File: src/rtl/matrix_pkg.sv
// Shared types and width helpers for the matrix stream buffer and its benches.
package matrix_pkg;

  typedef enum logic {
    FILL  = 1'b0,
    DRAIN = 1'b1
  } mxb_state_e;

  localparam int ELEM_DW = 32;
  typedef logic [ELEM_DW-1:0] elem_t;

  // An index into n positions needs at least one bit, even when n is 1.
  function automatic int idx_width(input int n);
    return (n > 1) ? $clog2(n) : 1;
  endfunction

  function automatic int row_w(input int rows);
    return idx_width(rows);
  endfunction

  function automatic int col_w(input int cols);
    return idx_width(cols);
  endfunction

endpackage

File: src/rtl/matrix_index_counter.sv
// Two-dimensional (row, col) index walker, stepping row-major or column-major.
module matrix_index_counter
  import matrix_pkg::*;
#(
  parameter int ROWS = 2,
  parameter int COLS = 3,
  parameter int RW   = row_w(ROWS),
  parameter int CW   = col_w(COLS)
) (
  input  logic          clk,
  input  logic          rst_n,
  input  logic          en,
  input  logic          col_major,
  input  logic          clr,
  output logic [RW-1:0] row,
  output logic [CW-1:0] col,
  output logic          last
);

  localparam logic [RW-1:0] ROW_MAX = RW'(ROWS - 1);
  localparam logic [CW-1:0] COL_MAX = CW'(COLS - 1);

  logic [RW-1:0] row_reg, row_next;
  logic [CW-1:0] col_reg, col_next;
  logic          row_at_max, col_at_max;

  assign row_at_max = (row_reg == ROW_MAX);
  assign col_at_max = (col_reg == COL_MAX);

  // The final position wraps to (0,0) in both orders, so a frame ends cleanly even without clr.
  always_comb begin
    row_next = row_reg;
    col_next = col_reg;
    if (clr) begin
      row_next = '0;
      col_next = '0;
    end else if (en) begin
      if (col_major) begin
        if (row_at_max) begin
          row_next = '0;
          col_next = col_at_max ? '0 : col_reg + 1'b1;
        end else begin
          row_next = row_reg + 1'b1;
        end
      end else begin
        if (col_at_max) begin
          col_next = '0;
          row_next = row_at_max ? '0 : row_reg + 1'b1;
        end else begin
          col_next = col_reg + 1'b1;
        end
      end
    end
  end

  always_ff @(posedge clk or negedge rst_n) begin
    if (!rst_n) begin
      row_reg <= '0;
      col_reg <= '0;
    end else begin
      row_reg <= row_next;
      col_reg <= col_next;
    end
  end

  assign row  = row_reg;
  assign col  = col_reg;
  assign last = row_at_max && col_at_max;

endmodule

File: src/rtl/matrix_stream_buffer.sv
// Captures a row-major frame into a register matrix, then replays it as
// (row, col, value) beats in row-major or transposed order.
module matrix_stream_buffer
  import matrix_pkg::*;
#(
  parameter int ROWS = 2,
  parameter int COLS = 3,
  parameter int DW   = 32,
  parameter int RW   = row_w(ROWS),
  parameter int CW   = col_w(COLS)
) (
  input  logic          clk,
  input  logic          rst_n,
  input  logic          in_valid,
  output logic          in_ready,
  input  logic [DW-1:0] in_data,
  input  logic          transpose,
  output logic          out_valid,
  input  logic          out_ready,
  output logic [DW-1:0] out_data,
  output logic [RW-1:0] out_row,
  output logic [CW-1:0] out_col,
  output logic          out_last,
  output logic          busy
);

  localparam int N  = ROWS * COLS;
  localparam int IW = idx_width(N);

  mxb_state_e    state_reg, state_next;
  logic          mode_reg, mode_next;
  logic [DW-1:0] mem [N];

  logic [RW-1:0] wr_row, rd_row;
  logic [CW-1:0] wr_col, rd_col;
  logic          wr_last, rd_last;
  logic          wr_fire, rd_fire, wr_first;
  logic [IW-1:0] wr_idx, rd_idx;
  logic [N-1:0]  wr_sel;

  assign wr_fire  = in_valid && (state_reg == FILL);
  assign rd_fire  = out_ready && (state_reg == DRAIN);
  assign wr_first = (wr_row == '0) && (wr_col == '0);

  matrix_index_counter #(.ROWS(ROWS), .COLS(COLS), .RW(RW), .CW(CW)) u_wr_idx (
    .clk       (clk),
    .rst_n     (rst_n),
    .en        (wr_fire),
    .col_major (1'b0),
    .clr       (wr_fire && wr_last),
    .row       (wr_row),
    .col       (wr_col),
    .last      (wr_last)
  );

  matrix_index_counter #(.ROWS(ROWS), .COLS(COLS), .RW(RW), .CW(CW)) u_rd_idx (
    .clk       (clk),
    .rst_n     (rst_n),
    .en        (rd_fire),
    .col_major (mode_reg),
    .clr       (rd_fire && rd_last),
    .row       (rd_row),
    .col       (rd_col),
    .last      (rd_last)
  );

  // Whenever COLS does not fit in IW bits the matrix is a single row, so the product is zero anyway.
  assign wr_idx = IW'(wr_row) * IW'(COLS) + IW'(wr_col);
  assign rd_idx = IW'(rd_row) * IW'(COLS) + IW'(rd_col);

  generate
    for (genvar gi = 0; gi < N; gi++) begin : g_wr_sel
      assign wr_sel[gi] = wr_fire && (wr_idx == IW'(gi));
    end
  endgenerate

  always_ff @(posedge clk or negedge rst_n) begin
    if (!rst_n) begin
      for (int i = 0; i < N; i++) mem[i] <= '0;
    end else begin
      for (int i = 0; i < N; i++) begin
        if (wr_sel[i]) mem[i] <= in_data;
      end
    end
  end

  always_comb begin
    state_next = state_reg;
    mode_next  = mode_reg;
    case (state_reg)
      FILL: begin
        if (wr_fire && wr_first) mode_next = transpose;
        if (wr_fire && wr_last)  state_next = DRAIN;
      end
      DRAIN: begin
        if (rd_fire && rd_last) state_next = FILL;
      end
      default: state_next = FILL;
    endcase
  end

  always_ff @(posedge clk or negedge rst_n) begin
    if (!rst_n) begin
      state_reg <= FILL;
      mode_reg  <= 1'b0;
    end else begin
      state_reg <= state_next;
      mode_reg  <= mode_next;
    end
  end

  assign in_ready  = (state_reg == FILL);
  assign out_valid = (state_reg == DRAIN);
  assign out_data  = out_valid ? mem[rd_idx] : '0;
  assign out_row   = rd_row;
  assign out_col   = rd_col;
  assign out_last  = out_valid && rd_last;
  assign busy      = (state_reg == DRAIN) || !wr_first;

endmodule
File: config.mk
export PLATFORM = sky130hd
export DESIGN_NAME = matrix_stream_buffer
export DESIGN_NICKNAME = d
export VERILOG_FILES = /design/src/rtl/matrix_pkg.sv /design/src/rtl/matrix_index_counter.sv /design/src/rtl/matrix_stream_buffer.sv
export SDC_FILE = /design/constraint.sdc
export NUM_CORES = 1
export LEC_CHECK = 0
export ABC_AREA = 1
export CAP_MARGIN = 5
export CORE_UTILIZATION = 53
export CTS_BUF_LIST = sky130_fd_sc_hd__clkbuf_16
export CTS_CLUSTER_DIAMETER = 200
export DETAILED_ROUTE_END_ITERATION = 6
export PLACE_DENSITY = 0.85
export SKIP_CTS_REPAIR_TIMING = 1
export SLEW_MARGIN = 15
export SYNTH_ARGS = -nofsm -noshare
export SYNTH_HDL_FRONTEND = slang
export SYNTH_SLANG_ARGS = --single-unit
File: constraint.sdc
create_clock -name clk -period 2.2 [get_ports clk]
set_clock_uncertainty 0.05 [all_clocks]
set_input_delay 0.44 -clock clk [delete_from_list [all_inputs] [get_ports clk]]
set_output_delay 0.44 -clock clk [all_outputs]
set_load 0.02 [all_outputs]
* Word level (Yosys, flattened, before mapping) *
Cells that the tools add are included.

cells by class
  multiplexer cells = 24
  multiply operators = 2
  add/sub/neg operators = 6
  reductions and logical operators = 27
  $lt $le $gt $ge = 1
  equality and inequality tests = 8
  bitwise operators = 3

operator list
  cell                                                                   number
  32-bit binary-select mux with 3-bit select                             1
  32-bit two-way mux                                                     3
  2-bit two-way mux                                                      8
  1-bit logical AND                                                      15
  1-bit two-way mux                                                      11
  2-bit AND reduction                                                    4
  3-bit by 2-bit adder with 3-bit output                                 2
  3-bit by 2-bit equality test with 1-bit output, second input constant  2
  3-bit equality test, second input constant                             2
  1-bit by 2-bit multiplier with 3-bit output, second input constant     2
  2-bit nonzero test                                                     3
  2-bit by 1-bit adder with 2-bit output, second input constant          2
  2-bit equality test, second input constant                             2
  4-bit >= comparator, second input constant                             1
  3-bit inverter with 4-bit output                                       1
  3-bit by 1-bit equality test with 1-bit output, second input constant  1
  3-bit logical NOT                                                      1
  3-bit by 1-bit != test with 1-bit output, second input constant        1
  3-bit nonzero test                                                     1
  1-bit adder, second input constant                                     2
  2-bit logical NOT                                                      1
  1-bit inverter                                                         2
  1-bit case mux with 2 select lines                                     1
  1-bit logical NOT                                                      1
  1-bit logical OR                                                       1

storage, ports and cells
  word-level logic and storage cells = 83
  bits in registers = 200
  output and inout bits = 39

* Depth between registers and ports, before layout *
  depth after elaboration = 7
  mapped depth = 9

* By module *
Synthesis repeated with hierarchy kept, for this count alone.

unflattened totals
  cell total of the unflattened synthesis = 1266
  area total of the unflattened synthesis = 10199.8 um^2

modules (own cells, without submodules)
  module                area an instance (um^2)  times used  cells an instance
  matrix_stream_buffer  9839.4                   1           1210
  matrix_index_counter  180.2                    2           28

* Worst setup path before layout *
No wires, ideal clock.

  kind = flip-flop to output port
  start point = reg u_rd_idx.col_reg[0] (netlist: u_rd_idx.col[0])
  end point = out out_data[21]
  slack = -0.344 ns
  cell stages (with the launch flop) = 10
  required time = 1.710 ns
  buffers on the path = 2
  arrival = 2.054 ns
  cells stage by stage = dfrtp_1 -> ha_1 -> inv_1 -> fa_1 -> buf_2 -> buf_2 -> nand3_1 -> nand2_1 -> nand2_1 -> nor2_1

on the way
  longest elaborated chain between the ends = 6

ends and longest elaborated chain
  what                                                    line                         source
  start, declared                                         matrix_index_counter.sv:24   logic [CW-1:0] col_reg, col_next;
  start signal, assigned                                  matrix_index_counter.sv:62   col_reg <= col_next;
  3-bit by 2-bit adder with 3-bit output                  matrix_stream_buffer.sv:69   assign rd_idx = IW'(rd_row) * IW'(COLS) + IW'(rd_col);
  3-bit inverter with 4-bit output (not written as such)  matrix_stream_buffer.sv:114  assign out_data = out_valid ? mem[rd_idx] : '0;
  32-bit binary-select mux with 3-bit select              matrix_stream_buffer.sv:114
  32-bit two-way mux (not written as such) (2 in a row)   matrix_stream_buffer.sv:114
  32-bit two-way mux                                      matrix_stream_buffer.sv:114
  end, declared                                           matrix_stream_buffer.sv:20   output logic [DW-1:0] out_data,

Every way passes these cells. The select of a mux whose other input is x is not followed.

* Worst setup path after layout *
  start point = reg u_rd_idx.row_reg (netlist: u_rd_idx.row)
  end point = out out_data[12]

on the way
  longest elaborated chain between the ends = 7

ends and longest elaborated chain
  what                                                    line                         source
  start, declared                                         matrix_index_counter.sv:23   logic [RW-1:0] row_reg, row_next;
  start signal, assigned                                  matrix_index_counter.sv:61   row_reg <= row_next;
  1-bit by 2-bit multiplier with 3-bit output             matrix_stream_buffer.sv:69
  3-bit by 2-bit adder with 3-bit output                  matrix_stream_buffer.sv:69
  3-bit inverter with 4-bit output (not written as such)  matrix_stream_buffer.sv:114
  32-bit binary-select mux with 3-bit select              matrix_stream_buffer.sv:114
  32-bit two-way mux (not written as such) (2 in a row)   matrix_stream_buffer.sv:114
  32-bit two-way mux                                      matrix_stream_buffer.sv:114

Every way passes these cells. The select of a mux whose other input is x is not followed.

==> results.toml <==
[cells_and_area]
fill_cells = 1247
post-route-util_pct = 70.7
area_growth_pct = 28.9
finalNetCount = 1355
drive_gt1_share_pct = 27.3
antenna_cells = 0
largest_register_ffs = 192

[yosys]
ys_seq_area_share_pct = 50.1
ys_ff_latch = 200
synth_area_leaders = "dfrtp_1 (50%), nand2_1 (17%), o21ai_2 (8.1%)"
syn_area_per_cell_um2 = 8.13
synth_nets = 1270
syn_inst = 1229
netlist_area_um2 = 9990
ys.warnings.count = 0
yosysUniqueCellTypes = 26
synth_top_area_share_pct = 50.1
yosys.area.top_type = "dfrtp_1"

[clocking]
clk_pin_slew_ps = 80
numCtsBuffers = 17
worst_skew_pair.late_latency_ps = 440
cts_tree = "built"
cts_max_level = 4
cts_sinks = 200
cts_root_buf = "clkbuf_16"
cts_max_path_buffers = 2

[place]
finalWeightedCongestion = 0.777
portBuffers = 75
dpl.hpwl_mm = 15.7

[setup_path]
arrival_ps = 2530
crit_family = "adder cells"
path_class = "reg -> out"
worstPathMaxFanout = 8
critPathLaunchType = "flip-flop"
critPathMaxStageDelay_ps = 630
cp-end-kind = "primary output"
worstPathCellList = "ha_4 -> inv_2 -> fa_2 -> buf_12 -> buf_6 -> nand3_1 -> a21oi_2 -> nor2_4 -> buf_4"
slowest_stage = "fa_2"
path_buf_inv = 4
worstPathRequired_ps = 1710
r2r_slack_ps = -10

[sta]
setup_viol = 33
period_minus_slack_ps = 3020
fmax_mhz = 332
min_period_over_period_pct = 137
max_slew_margin_pct = 62.5
layout_setup_ws_ps = -815
tightest_slew_ps = 563
maxSlewViolCount = 0
grt_setup_unrepaired = "true"
hold_violations = 0

[drt]
drt_drc_violations_left = 0
initialDrtViolationCount = 925
routedWlPerCell_um = 18.6
first_pass_iters = 6
vias = 8990
drt.antenna.violating_nets = 0
wl_mm = 28.9
vias_per_cell = 5.78

[floorplan]
die_area_um2 = 19400
core_um2 = 18200
io_pins = 76
die_x_um = 139
rows = 49
initial_core_util_pct = 54.9
die_y_um = 139

[run_status]
violations = "negative setup slack"
status = "finished, violations left"

[grt]
grt_max_degree = 59
gr-total-overflow = 0
antenna_found_initial = 0
grt_usage_pct = 26.8
grt_pass1_wl_mm = 41.4
grt_pass1_vias = 8436

[run]
maxCapViolations = 0

[min_path]
min_path_type = "reg -> reg"
[path summary, 6_finish.rpt]
path,from,endpoint,cells past startpoint
max,u_rd_idx.row$_DFFE_PN0P_,out_data[12],9
min in group asynchronous,rst_n,u_wr_idx.col[0]$_DFFE_PN0P_,2
min,mem[68]$_DFFE_PN0P_,mem[68]$_DFFE_PN0P_,2
max reg2reg,u_wr_idx.col[0]$_DFFE_PN0P_,mem[0]$_DFFE_PN0P_,8
max in group asynchronous,rst_n,mem[95]$_DFFE_PN0P_,3
min reg2reg,mem[68]$_DFFE_PN0P_,mem[68]$_DFFE_PN0P_,2
[area by class of cell]
| cell class | count | area, um2 | area share (%) |
|---|---|---|---|
| sequential | 200 | 5010 | 38.9 |
| clock buffer | 17 | 425 | 3.30 |
| clock inverter | 15 | 166 | 1.29 |
| tap | 229 | 287 | 2.22 |
| timing repair buffer | 143 | 1760 | 13.6 |
| inverter | 109 | 422 | 3.27 |
| multi-input combinational | 843 | 4810 | 37.4 |
[cell families after synthesis]
| family | synth area share [%] |
|---|---|
| flip-flops | 50.1 |
| XOR/XNOR | 0.0877 |
| AND/OR/NAND/NOR | 25.0 |
| buffers and inverters | 8.88 |
| adder cells (fa/ha/maj) | 0.651 |
| AO/OA/AOI/OAI | 15.3 |
[layer usage]
layer  GRT usage (%)  wire, um
met3            4.34      2320
met1            34.7     11300
met5               0         0
met4            10.1      1200
met2            45.3     14100
[cell usage in the layout (no fill, tap or decap), drive strengths merged]
cell,n
nor2,41
dlymetal6s2s,5
nor3,1
o21a,2
xor2,1
dfrtp,200
clkbuf,31
fa,2
nand4,2
bufinv,2
clkdlybuf4s50,37
ha,2
nand3,101
nand2,458
buf,86
clkinv,4
inv,115
a21oi,33
clkinvlp,3
dlygate4sd3,1
o21ai,200
[synth_stat cells (all sizes together)]
cell,n
a21oi,33
buf,61
clkbuf,16
dfrtp,200
fa,2
ha,2
inv,109
nand2,458
nand3,101
nand4,2
nor2,41
nor3,1
o21a,2
o21ai,200
xor2,1
[worst register-to-register path, cell delays in order, from the launching register on]
cell and delay (ps):
dfrtp_1 410, ha_1 230, fa_2 530, inv_2 120, nand2_2 100, nor2_8 290
buf_4 190, nand2_1 70, o21ai_0 120
[per-stage QoR]
| step | TNS [ps] | hold slack [ps] | setup WS [ps] | instance area, um2 | instances |
|---|---|---|---|---|---|
| 6_report | -23980 | 435 | -815 | 12900 | 1556 |
| 5_1_grt | -26080 | 443 | -890 | 12900 | 1556 |
| 4_1_cts | -36630 | -47.1 | -1150 | 12200 | 1538 |
| 3_5_place_dp | -20250 | 414 | -668 | 11600 | 1506 |
| 3_3_place_gp | -18730 | 409 | -631 | 11600 | 1506 |
| 2_1_floorplan | -2160 | 94.4 | -78.9 | 10400 | 1229 |
Power is not shown: default switching activity piles up to over one toggle a cycle in this logic, so the estimate is an artifact.
